--- config.mk ---
export PLATFORM = sky130hd
export DESIGN_NAME = girl_motion
export DESIGN_NICKNAME = d
export VERILOG_FILES = /design/src/rtl/girl_motion.sv
export SDC_FILE = /design/constraint.sdc
export NUM_CORES = 1
export LEC_CHECK = 0
export ABC_AREA = 1
export BUFFER_PORTS_ARGS = -buffer_cell sky130_fd_sc_hd__buf_2
export CAP_MARGIN = 20
export CORE_ASPECT_RATIO = 1.1
export CORE_MARGIN = 2
export CORE_UTILIZATION = 55
export DETAILED_ROUTE_END_ITERATION = 7
export GPL_ROUTABILITY_DRIVEN = 0
export PLACE_DENSITY = 0.75
export SETUP_SLACK_MARGIN = 0.02
export SLEW_MARGIN = 10
export SYNTH_ARGS = -nofsm -noshare
export SYNTH_HDL_FRONTEND = slang
export SYNTH_SLANG_ARGS = --single-unit
--- constraint.sdc ---
create_clock -name Clk -period 6.95 [get_ports Clk]
set_input_delay 2.085 -clock Clk [delete_from_list [all_inputs] [get_ports Clk]]
set_output_delay 2.085 -clock Clk [all_outputs]
set_load 0.02 [all_outputs]
--- src/rtl/girl_motion.sv ---
// girl_motion: per-frame motion and animation controller for the Watergirl sprite.
// Produces the sprite centre, walk animation frame and facing flags. All state
// advances only on the one-cycle frame_tick pulse.
// Optional feature: define GIRL_DOUBLE_JUMP_EN to allow one extra jump per airtime.

module girl_motion #(
   parameter int unsigned X_INIT    = 320,
   parameter int unsigned Y_INIT    = 400,
   parameter int unsigned X_MIN     = 15,
   parameter int unsigned X_MAX     = 624,
   parameter int unsigned Y_MIN     = 13,
   parameter int unsigned Y_MAX     = 466,
   parameter int unsigned X_STEP    = 2,
   parameter int unsigned JUMP_V    = 8,
   parameter int unsigned GRAVITY   = 1,
   parameter int unsigned VMAX_FALL = 8,
   parameter int unsigned ANIM_DIV  = 6
) (
   input  logic       Clk,
   input  logic       Reset,
   input  logic       frame_tick,
   input  logic       key_left,
   input  logic       key_right,
   input  logic       key_jump,
   input  logic       blocked_left,
   input  logic       blocked_right,
   input  logic       on_ground,
   input  logic       head_blocked,
   output logic [9:0] BallX,
   output logic [9:0] BallY,
   output logic [1:0] animation_frame,
   output logic       left_moving,
   output logic       right_moving,
   output logic       airborne
);

   typedef enum logic [1:0] {GROUND, JUMP, FALL} vstate_e;

   localparam int unsigned CNT_W = (ANIM_DIV > 2) ? $clog2(ANIM_DIV) : 1;

   // 11-bit versions of the bounds so sums and differences never wrap
   localparam logic [10:0] X_MIN_W  = 11'(X_MIN);
   localparam logic [10:0] X_MAX_W  = 11'(X_MAX);
   localparam logic [10:0] X_STEP_W = 11'(X_STEP);
   localparam logic [10:0] Y_MIN_W  = 11'(Y_MIN);
   localparam logic [10:0] Y_MAX_W  = 11'(Y_MAX);
   localparam logic [9:0]  X_MIN_Q  = 10'(X_MIN);
   localparam logic [9:0]  X_MAX_Q  = 10'(X_MAX);
   localparam logic [9:0]  Y_MIN_Q  = 10'(Y_MIN);
   localparam logic [9:0]  Y_MAX_Q  = 10'(Y_MAX);
   localparam logic [3:0]  JUMP_V_Q = 4'(JUMP_V);
   localparam logic [3:0]  GRAV_Q   = 4'(GRAVITY);
   localparam logic [3:0]  VMAX_Q   = 4'(VMAX_FALL);
   localparam logic [CNT_W-1:0] CNT_LAST = CNT_W'(ANIM_DIV - 1);
   localparam logic [CNT_W-1:0] CNT_ONE  = CNT_W'(1);

   vstate_e          state_q;
   logic [9:0]       x_q, y_q;
   logic [3:0]       vy_q;
   logic [CNT_W-1:0] cnt_q;
   logic [1:0]       frame_q;
   logic             left_q, right_q, air_q, jump_q;
`ifdef GIRL_DOUBLE_JUMP_EN
   logic             tok_q;
`endif

   logic        go_left, go_right, right_mv_d, walking, jump_edge;
   logic [10:0] x_w, y_w, vy_w, y_sink_w;
   logic [4:0]  vy_inc_w;
   logic [9:0]  x_d, y_rise_d, y_sink_d;
   logic [3:0]  vy_dec_d, vy_fall_d;
   logic        rise_stop, sink_floor;

   // Next-position arithmetic for horizontal walk, jump rise and fall
   always_comb begin
      // NOTE: every combinational output gets an unconditional default first so no path can infer a latch.
      go_left    = key_left & ~key_right;
      go_right   = key_right & ~key_left;
      right_mv_d = go_right & ~blocked_right;
      walking    = right_mv_d | (go_left & ~blocked_left);
      jump_edge  = key_jump & ~jump_q;

      x_w = {1'b0, x_q};
      x_d = x_q;
      if (go_left && !blocked_left)
         x_d = (x_w < X_MIN_W + X_STEP_W) ? X_MIN_Q : 10'(x_w - X_STEP_W);
      else if (right_mv_d)
         x_d = (x_w + X_STEP_W > X_MAX_W) ? X_MAX_Q : 10'(x_w + X_STEP_W);

      y_w      = {1'b0, y_q};
      vy_w     = {7'd0, vy_q};
      y_rise_d = (y_w < Y_MIN_W + vy_w) ? Y_MIN_Q : 10'(y_w - vy_w);
      vy_dec_d = vy_q - GRAV_Q;
      rise_stop = head_blocked || (vy_dec_d == 4'd0) || (y_rise_d == Y_MIN_Q);

      vy_inc_w   = {1'b0, vy_q} + {1'b0, GRAV_Q};
      vy_fall_d  = (vy_inc_w > {1'b0, VMAX_Q}) ? VMAX_Q : vy_inc_w[3:0];
      y_sink_w   = y_w + {7'd0, vy_fall_d};
      y_sink_d   = (y_sink_w > Y_MAX_W) ? Y_MAX_Q : 10'(y_sink_w);
      sink_floor = (y_sink_d == Y_MAX_Q);
   end

   // Frame-rate state: position, vertical FSM, facing and animation, all registered
   always_ff @(posedge Clk) begin
      // NOTE: sequential state uses non-blocking assignments so every register samples pre-edge values.
      if (Reset) begin
         state_q <= GROUND;
         x_q     <= 10'(X_INIT);
         y_q     <= 10'(Y_INIT);
         vy_q    <= 4'd0;
         cnt_q   <= '0;
         frame_q <= 2'd0;
         left_q  <= 1'b0;
         right_q <= 1'b0;
         air_q   <= 1'b0;
         jump_q  <= 1'b0;
`ifdef GIRL_DOUBLE_JUMP_EN
         tok_q   <= 1'b1;
`endif
      end else if (frame_tick) begin
         x_q     <= x_d;
         jump_q  <= key_jump;
         right_q <= right_mv_d;
         if (go_left)       left_q <= 1'b1;
         else if (go_right) left_q <= 1'b0;

         case (state_q)
            GROUND: begin
               if (jump_edge && !head_blocked) begin
                  state_q <= JUMP;
                  vy_q    <= JUMP_V_Q;
                  air_q   <= 1'b1;
               end else if (!on_ground) begin
                  state_q <= FALL;
                  vy_q    <= 4'd0;
                  air_q   <= 1'b1;
               end
            end
            JUMP, FALL: begin
`ifdef GIRL_DOUBLE_JUMP_EN
               if (jump_edge && !head_blocked && tok_q) begin
                  state_q <= JUMP;
                  vy_q    <= JUMP_V_Q;
                  tok_q   <= 1'b0;
               end else
`endif
               if (state_q == JUMP) begin
                  y_q <= y_rise_d;
                  if (rise_stop) begin
                     state_q <= FALL;
                     vy_q    <= 4'd0;
                  end else begin
                     vy_q <= vy_dec_d;
                  end
               end else if (on_ground || sink_floor) begin
                  if (!on_ground) y_q <= y_sink_d;
                  state_q <= GROUND;
                  vy_q    <= 4'd0;
                  air_q   <= 1'b0;
`ifdef GIRL_DOUBLE_JUMP_EN
                  tok_q   <= 1'b1;
`endif
               end else begin
                  y_q  <= y_sink_d;
                  vy_q <= vy_fall_d;
               end
            end
            default: begin
               state_q <= GROUND;
               vy_q    <= 4'd0;
               air_q   <= 1'b0;
            end
         endcase

         if (state_q != GROUND) begin
            frame_q <= 2'd1;
            cnt_q   <= '0;
         end else if (walking) begin
            if (cnt_q == CNT_LAST) begin
               cnt_q   <= '0;
               frame_q <= (frame_q == 2'd2) ? 2'd0 : frame_q + 2'd1;
            end else begin
               cnt_q <= cnt_q + CNT_ONE;
            end
         end else begin
            frame_q <= 2'd0;
            cnt_q   <= '0;
         end
      end
   end

   assign BallX           = x_q;
   assign BallY           = y_q;
   assign animation_frame = frame_q;
   assign left_moving     = left_q;
   assign right_moving    = right_q;
   assign airborne        = air_q;

endmodule

==> results of run 1 <==
placed cells by master, fill, tap and decap left out, types with 2 or more instances in the layout:
| cell type | count |
|---|---|
| o21ai_0 | 25 |
| o211ai_1 | 4 |
| a21oi_2 | 4 |
| o221ai_1 | 3 |
| nand2_1 | 96 |
| xor2_1 | 14 |
| a21oi_1 | 42 |
| buf_2 | 34 |
| nand3_2 | 6 |
| ha_1 | 23 |
| inv_2 | 5 |
| a22oi_1 | 2 |
| inv_1 | 74 |
| nand2_4 | 2 |
| clkbuf_8 | 6 |
| fa_1 | 2 |
| nand2_2 | 13 |
| or2_2 | 2 |
| dfxtp_1 | 35 |
| o22ai_1 | 4 |
| nor2_2 | 2 |
| nand4_1 | 13 |
| nor4_1 | 2 |
| nor2_1 | 40 |
| nand3_1 | 47 |
| a31oi_1 | 2 |
| nor3_1 | 12 |
layer usage:
metal	routed length (um)	vias up
met4	297	0
met5	0	-
li1	-	1735
met3	340	31
met1	3590	1547
met2	4120	113
stage by stage:
stage	hold slack [ns]	total power [uW]
2_1_floorplan	0.466	307
3_3_place_gp	0.450	333
3_5_place_dp	0.458	336
4_1_cts	0.470	488
5_1_grt	0.507	511
6_report	0.462	486
worst max-delay path, cell delays in order:
cell and delay [ns]:
buf_2 0.11, inv_1 0.05, ha_1 0.13, inv_1 0.05, nor2_1 0.43, inv_1 0.19
nand2_1 0.12, inv_1 0.05, nor2_1 0.54, inv_1 0.24, o31ai_1 0.30, a21oi_1 0.10
cell type report:
class	instances	area (um2)	share of cell area [%]
clock inverter	1	5.00	0.142
tap	77	96.3	2.73
sequential	35	701	19.9
multi-input combinational	376	2170	61.5
inverter	80	303	8.58
timing repair buffer	34	170	4.82
clock buffer	6	82.6	2.34
power breakdown:
part	total [uW]	switching, uW	internal [uW]
clock	152	74.7	77.8
combinational	111	72.4	38.1
sequential	223	13.1	210
flip-flops by register name, indices dropped and copies added (netlist names):
register	flops
BallX	10
BallY	10
airborne	1
animation_frame	2
cnt_q	3
jump_q	1
left_moving	1
right_moving	1
state_q	2
vy_q	4
worst max-delay path by stage:
stage,from,to,cells after the start
floorplan,key_right,BallX[2],11
global placement,key_right,BallX[0],12
detailed placement,key_right,BallX[0],12
CTS,key_right,BallX[0],12
global route,key_right,BallX[0],12
finish,key_right,BallX[0],12
cells by family (layout without fill, tap and decap cells):
group / Yosys count / after routing / share of synthesized area [%]
AOI/OAI and AO/OA: 97 / 97 / 17.5
and+or+nand+nor: 240 / 240 / 35.5
DFF: 35 / 35 / 21.6
adders and majority gates: 25 / 25 / 10.1
buffers and inverters: 93 / 121 / 11.5
xor gates and xnor gates: 14 / 14 / 3.78
synthesized netlist by cell type (all sizes together):
cell type,count
o221ai,3
nor4,3
a31oi,2
nand3,53
buf,6
o21a,1
or2,2
a21oi,46
o22ai,4
a31o,1
o21ai,26
nand3b,1
nand4,14
o31ai,1
clkbuf,7
o21bai,2
dfxtp,35
a221oi,1
fa,2
o2111ai,1
a211oi,1
nand2,111
ha,23
a22oi,2
o211ai,4
xor2,14
nor2,43
nor3,13
inv,80
a41oi,1
a21o,1
==> run metrics, run 1 <==
Final Setup Violations 0; HP Class reg2reg; Inst Count DP 602; Max-Cap Viols 0; Synth Register Bits 35; final core utilization 61.5%; largest net degree at the start of global routing 24; WL/cell 13.7 um; Area contributors post-synth dfxtp_1 (22%), nand2_1 (11%), ha_1 (8.9%), inv_1 (8.6%), nand3_1 (7.3%); IO Pins 35; die width 77.2 um; antenna diode count 0; Reg clk slew, reported paths 0.07 ns; Slew Viols, Final 0; DP Wirelength 6450 um; status finished, final reports clean; total track usage 25.9%; critical path type in2reg; Cells on Worst Hold Path 2; Netlist cell types 47; met2 Use GR 47.0%; final worst slack 2.71 ns; Syn Inst Count 504; number of hold buffers added after CTS 0; Non-Filler Instances 609; row count 29; Worst-Skew Late Latency 0.29 ns; Worst Max-Slew Pin Slew 0.883 ns; r2r startpoint vy_q[0]; RSZ-0062 raised after global routing false; static leakage 0.00174 uW; total CTS buffers 5; setup_tns 0 ns; met1 usage 30.7%; share of layout cells above drive strength 1 15.4%; Startpoint Class input port; Clock Skew 0.00728 ns; vias in the first global route 3133; hold path start airborne; global-route wire length before repair 14000 um; post-synth top area share 21.6%; Design Area, Final 3530 um2; nets 567; Most Crowded Layer GR met2; Layout area overhead 8.80%; Buffers on Ports 34; Syn Std Cell Area 3240 um2; Critical Path AT 4.40 ns; Setup Slack @ Placement 2.47 ns; initial DRC count 215; Crit Path Max Fanout 12; die area 6520 um2; CTS tree built; Worst Hold End airborne; post_cts resized 0; grt total ovfl 0; synthesis warning total 0; Peak Freq 236 MHz; starting density of the core 56.5%; initial antenna violation count 0; Clock Sinks 35; Placed Area 3440 um2; remaining antenna violation count 0; Tcrit/Tclk final 61.1%; Clock Path Buffers 2; Post-Syn Nets 539; fin crit period 4.24 ns; H-tree levels 2; Post-CTS Setup Inserts 0; WP data required 7.10 ns; Worst VDD drop 0.122 mV; area leader, netlist dfxtp_1; routed via count 3426; Total Wirelength 8340 um; Root Buffer clkbuf_8; PwrDens 138 nW/um2; Rel. slew slack 41.1%; CP endpoint kind flop; reg-to-reg critical path endpoint state_q[1]; Via density 5.63; GR Util met3 3.01%; r2r setup slk 3.20 ns; First-pass DRT Iterations 4; register area share after synthesis 21.6%; FF-to-FF path depth 24; Syn Area/Cell 6.43 um2; number of fill cells 607; final hold violations 0; DRC Markers 0; Die Ht 84.5 um; core area 5730 um2
No activity file was read; power rests on OpenSTA's default activity.
==> run 2, diff against run 1 <==
--- a/config.mk
+++ b/config.mk
@@ -10,10 +10,10 @@
 export CAP_MARGIN = 20
 export CORE_ASPECT_RATIO = 1.1
 export CORE_MARGIN = 2
-export CORE_UTILIZATION = 55
+export CORE_UTILIZATION = 54
 export DETAILED_ROUTE_END_ITERATION = 7
 export GPL_ROUTABILITY_DRIVEN = 0
-export PLACE_DENSITY = 0.75
+export PLACE_DENSITY = 0.77
 export SETUP_SLACK_MARGIN = 0.02
 export SLEW_MARGIN = 10
 export SYNTH_ARGS = -nofsm -noshare
==> constraint.sdc (replaced) <==
create_clock -name Clk -period 3.7 [get_ports Clk]
set_input_delay 1.11 -clock Clk [delete_from_list [all_inputs] [get_ports Clk]]
set_output_delay 1.11 -clock Clk [all_outputs]
set_load 0.02 [all_outputs]
==> run 2 against run 1 <==
Die area rose by 1.8%. Combinational power increased by 91%. Largest cell class unchanged. Worst hold slack improved by 0.019 ns. Sequential share of layout area decreased by 0.15 points. Cell count increased by 0.82%. Register-to-register slack lost 2.8 ns.
==> run metrics, run 2 (synthesis gave the netlist of run 1 again) <==
Startpoint Class flop; vias in the first global route 3172 (+1.2%); number of fill cells 551 (-9.2%); Slew Viols, Final 0 (unchanged); CP endpoint kind flop; DRC Markers 0 (unchanged); Via density 5.71 (+1.4%); Post-CTS Setup Inserts 0 (unchanged); Worst VDD drop 0.194 mV (+59%); Rel. slew slack 65.5% (+24 points); Inst Count DP 606 (+0.66%); Final Setup Violations 0 (unchanged); First-pass DRT Iterations 5 (+1); r2r setup slk 0.37 ns (-2.83 ns); crit path from vy_q[1]; Worst Max-Slew Pin Slew 0.517 ns (-0.366 ns); status finished, final reports clean; total CTS buffers 5 (unchanged); HP Class reg2reg; setup_tns 0 ns (unchanged); H-tree levels 2 (unchanged); initial antenna violation count 0 (unchanged); FF-to-FF path depth 24 (unchanged); WL/cell 13.8 um (+0.61%); grt total ovfl 0 (unchanged); Critical Path AT 3.49 ns (-0.91 ns); nets 571 (+0.71%); total track usage 26.0% (+0.040 points); largest net degree at the start of global routing 24 (unchanged); hold path start airborne; Clock Skew 0.00974 ns (+0.00246 ns); Reg clk slew, reported paths 0.08 ns (about the same); number of hold buffers added after CTS 0 (unchanged); Die Ht 85.3 um (+0.88%); most common cell after layout, fill and taps aside nand2_1; Peak Freq 301 MHz; worst setup path end state_q[0]; Tcrit/Tclk final 89.9%; final worst slack 0.373 ns (-2.33 ns); RSZ-0062 raised after global routing false; die area 6640 um2 (+1.8%); critical path type reg2reg; Layout area overhead 10.0%; row count 29 (unchanged); Root Buffer clkbuf_8; PwrDens 256 nW/um2 (+86%); Buffers on Ports 34 (unchanged); most frequent cells in the layout nand2_1 (96), inv_1 (74), nand3_1 (47); CTS tree built; Clock Path Buffers 2 (unchanged); IO Pins 35 (unchanged); Total Wirelength 8460 um (+1.4%); reg-to-reg critical path endpoint state_q[0]; Design Area, Final 3570 um2 (+1.1%); remaining antenna violation count 0 (unchanged); Worst-Skew Late Latency 0.29 ns (about the same); Crit Path Max Fanout 8 (-4); Max-Cap Viols 0 (unchanged); DP Wirelength 6580 um (+2.1%); static leakage 0.00176 uW (+0.70%); starting density of the core 56.2% (-0.36 points); share of layout cells above drive strength 1 16.8% (+1.3 points); routed via count 3504 (+2.3%); antenna diode count 0 (unchanged); WP data required 3.87 ns (-3.23 ns); r2r startpoint vy_q[1]; die width 77.9 um (+0.87%); final hold violations 0 (unchanged); global-route wire length before repair 14100 um (+0.84%); fin crit period 3.33 ns; Placed Area 3470 um2 (+0.87%); Setup Slack @ Placement 0.225 ns (-2.25 ns); Clock Sinks 35 (unchanged); initial DRC count 293 (+36%); final core utilization 61.8% (+0.29 points); Non-Filler Instances 614 (+0.82%); core area 5770 um2 (+0.63%); post_cts resized 0 (unchanged)
run 2: routing by layer:
layer | track usage, % | part of all wire (%)
met3 | 2.77 | 4.8
met1 | 31.3 | 43
met5 | 0 | 0
met4 | 11.0 | 3.5
met2 | 46.5 | 49
run 2: final cells by class:
cell class                 instances  area [um2]  share of cell area [%]
multi-input combinational        376        2180                    61.1
timing repair buffer              38         200                    5.61
inverter                          80         303                    8.49
sequential                        35         703                    19.7
tap                               77        96.3                    2.70
clock buffer                       6        72.6                    2.04
clock inverter                     2        12.5                   0.351
run 2: critical path: stages, from the launching register on:
cell and delay [ns]:
dfxtp_2 0.40, ha_2 0.24, inv_1 0.07, nand2_2 0.08, nand3_1 0.08, o21ai_1 0.15
inv_1 0.07, nor2_1 0.14, ha_1 0.19, inv_1 0.05, fa_1 0.40, inv_1 0.12
nand4_2 0.16, nand2_1 0.12, nand2_1 0.05, nand2_1 0.09, a21oi_1 0.05, a21oi_2 0.17
nand2_2 0.08, nor2_4 0.12, nand2_2 0.07, nand2_2 0.09, nand2_1 0.07, nand2_1 0.07
a21oi_2 0.05
run 2: worst min-delay path by stage:
stage | end | slack (ns) | cells after the start
global placement | airborne | 0.47 | 2
CTS | airborne | 0.49 | 2
global route | airborne | 0.51 | 2
detailed placement | airborne | 0.48 | 2
finish | airborne | 0.48 | 2
floorplan | cnt_q[2] | 0.47 | 2
run 2: where the power goes:
part	leakage [uW]	switching (uW)	total [uW]	internal (uW)
logic	0.00143	139	212	73.2
clock network	0.0000412	153	285	132
registers	0.000286	23.0	417	393
total	0.00176	315	913	599
run 2: per-stage QoR:
stage               power [uW]  hold slack, ns
finish                     913           0.481
global route               961           0.507
CTS                        919           0.492
detailed placement         634           0.476
global placement           629           0.471
floorplan                  577           0.466
==> run 3, diff against run 2 <==
--- a/config.mk
+++ b/config.mk
@@ -10,10 +10,10 @@
 export CAP_MARGIN = 20
 export CORE_ASPECT_RATIO = 1.1
 export CORE_MARGIN = 2
-export CORE_UTILIZATION = 54
+export CORE_UTILIZATION = 55
 export DETAILED_ROUTE_END_ITERATION = 7
 export GPL_ROUTABILITY_DRIVEN = 0
-export PLACE_DENSITY = 0.77
+export PLACE_DENSITY = 0.75
 export SETUP_SLACK_MARGIN = 0.02
 export SLEW_MARGIN = 10
 export SYNTH_ARGS = -nofsm -noshare
==> constraint.sdc (replaced) <==
create_clock -name Clk -period 4.15 [get_ports Clk]
set_input_delay 1.245 -clock Clk [delete_from_list [all_inputs] [get_ports Clk]]
set_output_delay 1.245 -clock Clk [all_outputs]
set_load 0.02 [all_outputs]
==> run 3 against run 2 <==
First-iteration DRC count shrank 28%. Register-to-register slack gained 0.18 ns. Setup slack gained 0.18 ns. Largest cell class unchanged.
==> run metrics, run 3 (synthesis gave the netlist of run 1 again) <==
final hold violations 0 (unchanged); r2r startpoint vy_q[0]; Root Buffer clkbuf_8; CP Depth 24 (unchanged); Clock Path Buffers 2 (unchanged); row count 29 (unchanged); Placed Area 3450 um2 (-0.43%); Worst VDD drop 0.197 mV (+1.5%); vias in the first global route 3116 (-1.8%); initial antenna violation count 0 (unchanged); static leakage 0.00177 uW (+0.71%); largest net degree at the start of global routing 24 (unchanged); FF-to-FF path depth 24 (unchanged); Max-Cap Viols 0 (unchanged); total track usage 26.0% (about the same); PwrDens 248 nW/um2 (-3.1%); First-pass DRT Iterations 5 (unchanged); Startpoint Class flop; worst setup path end state_q[0]; number of hold buffers added after CTS 0 (unchanged); share of layout cells above drive strength 1 15.9% (-0.87 points); Die Ht 84.5 um (-0.87%); antenna diode count 0 (unchanged); most frequent cells in the layout nand2_1 (96), inv_1 (74), nand3_1 (47); DRC Markers 0 (unchanged); Via density 5.65 (-1.1%); WL/cell 13.8 um (about the same); routed via count 3455 (-1.4%); nets 569 (-0.35%); CTS tree built; hold path start airborne; Design Area, Final 3570 um2 (+0.18%); Rel. slew slack 44.7% (-21 points); WP data required 4.32 ns (+0.45 ns); status finished, final reports clean; Cells on Worst Hold Path 2 (unchanged); Critical Path AT 3.77 ns (+0.28 ns); Buffers on Ports 34 (unchanged); die area 6520 um2 (-1.7%); Total Wirelength 8440 um (-0.33%); r2r setup slk 0.55 ns (+0.18 ns); core area 5730 um2 (-0.63%); post_cts resized 0 (unchanged); Clock Power Share 36.8% (+5.6 points); crit-path cells ha_1 -> inv_1 -> nand2_2 -> nand3_1 -> o21ai_0 -> inv_1 -> nor2_1 -> ha_1 -> inv_1 -> fa_1 -> inv_1 -> nand3_2 -> nand2_2 -> nand2_1 -> nand3_1 -> a21oi_1 -> a21oi_2 -> nand2_2 -> nor2_4 -> nand2_2 -> nand2_2 -> nand2_1 -> nand2_1 -> a21oi_2; CP endpoint kind flop; Reg clk slew, reported paths 0.08 ns (about the same); number of fill cells 555 (+0.73%); reg-to-reg critical path endpoint state_q[0]; DP Wirelength 6470 um (-1.6%); IO Pins 35 (unchanged); Peak Freq 278 MHz (-7.5%); Worst-Skew Late Latency 0.29 ns (about the same); fin crit period 3.60 ns (+0.271 ns); Power Internal 610 uW (+2.0%); Clock Sinks 35 (unchanged); setup_tns 0 ns (unchanged); global-route wire length before repair 14200 um (+0.24%); remaining antenna violation count 0 (unchanged); Post-CTS Setup Inserts 0 (unchanged); Logic pwr share 21.1% (-2.1 points); Worst Max-Slew Pin Slew 0.828 ns (+0.311 ns); CP delay by family, top simple AND/OR/NAND/NOR gates; P_sw 276 uW (-12%); critical path type reg2reg; initial DRC count 211 (-28%); grt total ovfl 0 (unchanged); H-tree levels 2 (unchanged); Slew Viols, Final 0 (unchanged); most used cell, CP nand2_2; CP peak stage delay 0.55 ns (+0.15 ns); Final Setup Violations 0 (unchanged); most common cell after layout, fill and taps aside nand2_1; Layout area overhead 10.2%; HP Class reg2reg; Tcrit/Tclk final 86.7% (-3.2 points); die width 77.2 um (-0.87%); Sw Share 31.2% (-3.3 points); RSZ-0062 raised after global routing false; sequential group share of total power 42.0% (-3.6 points); total CTS buffers 5 (unchanged); crit path from vy_q[0]; Crit Path Max Fanout 11 (+3); starting density of the core 56.5% (+0.36 points); Worst Path Buf+Inv 4 (unchanged); Clock Skew 0.0114 ns (+0.00166 ns); Slowest cell on crit path dfxtp_1
[run 3: cell count changes in the layout (fill, tap and decap cells not counted), sizes merged]
cell	before	now
buf	38	36
clkinvlp	1	0
bufinv	0	1
[run 3: worst min path at each step]
stage,end,slack (ns)
after global routing,airborne,0.49
after CTS,airborne,0.48
after floorplan,cnt_q[2],0.47
after global placement,airborne,0.47
final,airborne,0.48
after detailed placement,airborne,0.47
[run 3: through the flow]
stage / setup slack (ns) / cells / utilization (%) / hold WS, ns / total power, uW
5_1_grt: 0.118 / 612 / 62.3 / 0.486 / 932
6_report: 0.552 / 612 / 62.3 / 0.479 / 887
3_3_place_gp: 0.727 / 604 / 60.3 / 0.471 / 562
3_5_place_dp: 0.563 / 604 / 60.3 / 0.470 / 565
4_1_cts: 0.550 / 612 / 62.3 / 0.482 / 893
2_1_floorplan: 0.956 / 504 / - / 0.466 / 514
[run 3: metal layers]
| layer | up-vias | global-route usage, % | part of all wire, % |
|---|---|---|---|
| met5 | - | 0 | 0 |
| met1 | 1577 | 32.8 | 45 |
| li1 | 1741 | - | - |
| met2 | 116 | 45.1 | 48 |
| met4 | 0 | 10.9 | 2.6 |
| met3 | 21 | 2.37 | 4.7 |
[run 3: power groups by stage]
stage	clock network [uW]	registers, uW	logic, uW
2_1_floorplan	0	386	128
3_3_place_gp	0	379	182
3_5_place_dp	0	380	185
4_1_cts	335	372	186
5_1_grt	347	375	211
6_report	327	373	187
[run 3: worst register-to-register path, cell delays in order (launching register included)]
cell and delay, ns:
dfxtp_1 0.55, ha_1 0.31, inv_1 0.09, nand2_2 0.09, nand3_1 0.08, o21ai_0 0.21
inv_1 0.08, nor2_1 0.14, ha_1 0.19, inv_1 0.05, fa_1 0.39, inv_1 0.12
nand3_2 0.09, nand2_2 0.09, nand2_1 0.09, nand3_1 0.10, a21oi_1 0.08, a21oi_2 0.16
nand2_2 0.09, nor2_4 0.12, nand2_2 0.07, nand2_2 0.09, nand2_1 0.07, nand2_1 0.08
a21oi_2 0.05
[run 3: final cells by class]
class                           count  area, um2  area share (%)
Multi-Input combinational cell    376       2170            60.7
Tap cell                           77       96.3            2.70
Clock buffer                        6       82.6            2.31
Clock inverter                      2       35.0           0.981
Sequential cell                    35        701            19.6
Inverter                           80        303            8.48
Timing Repair Buffer               36        185            5.18
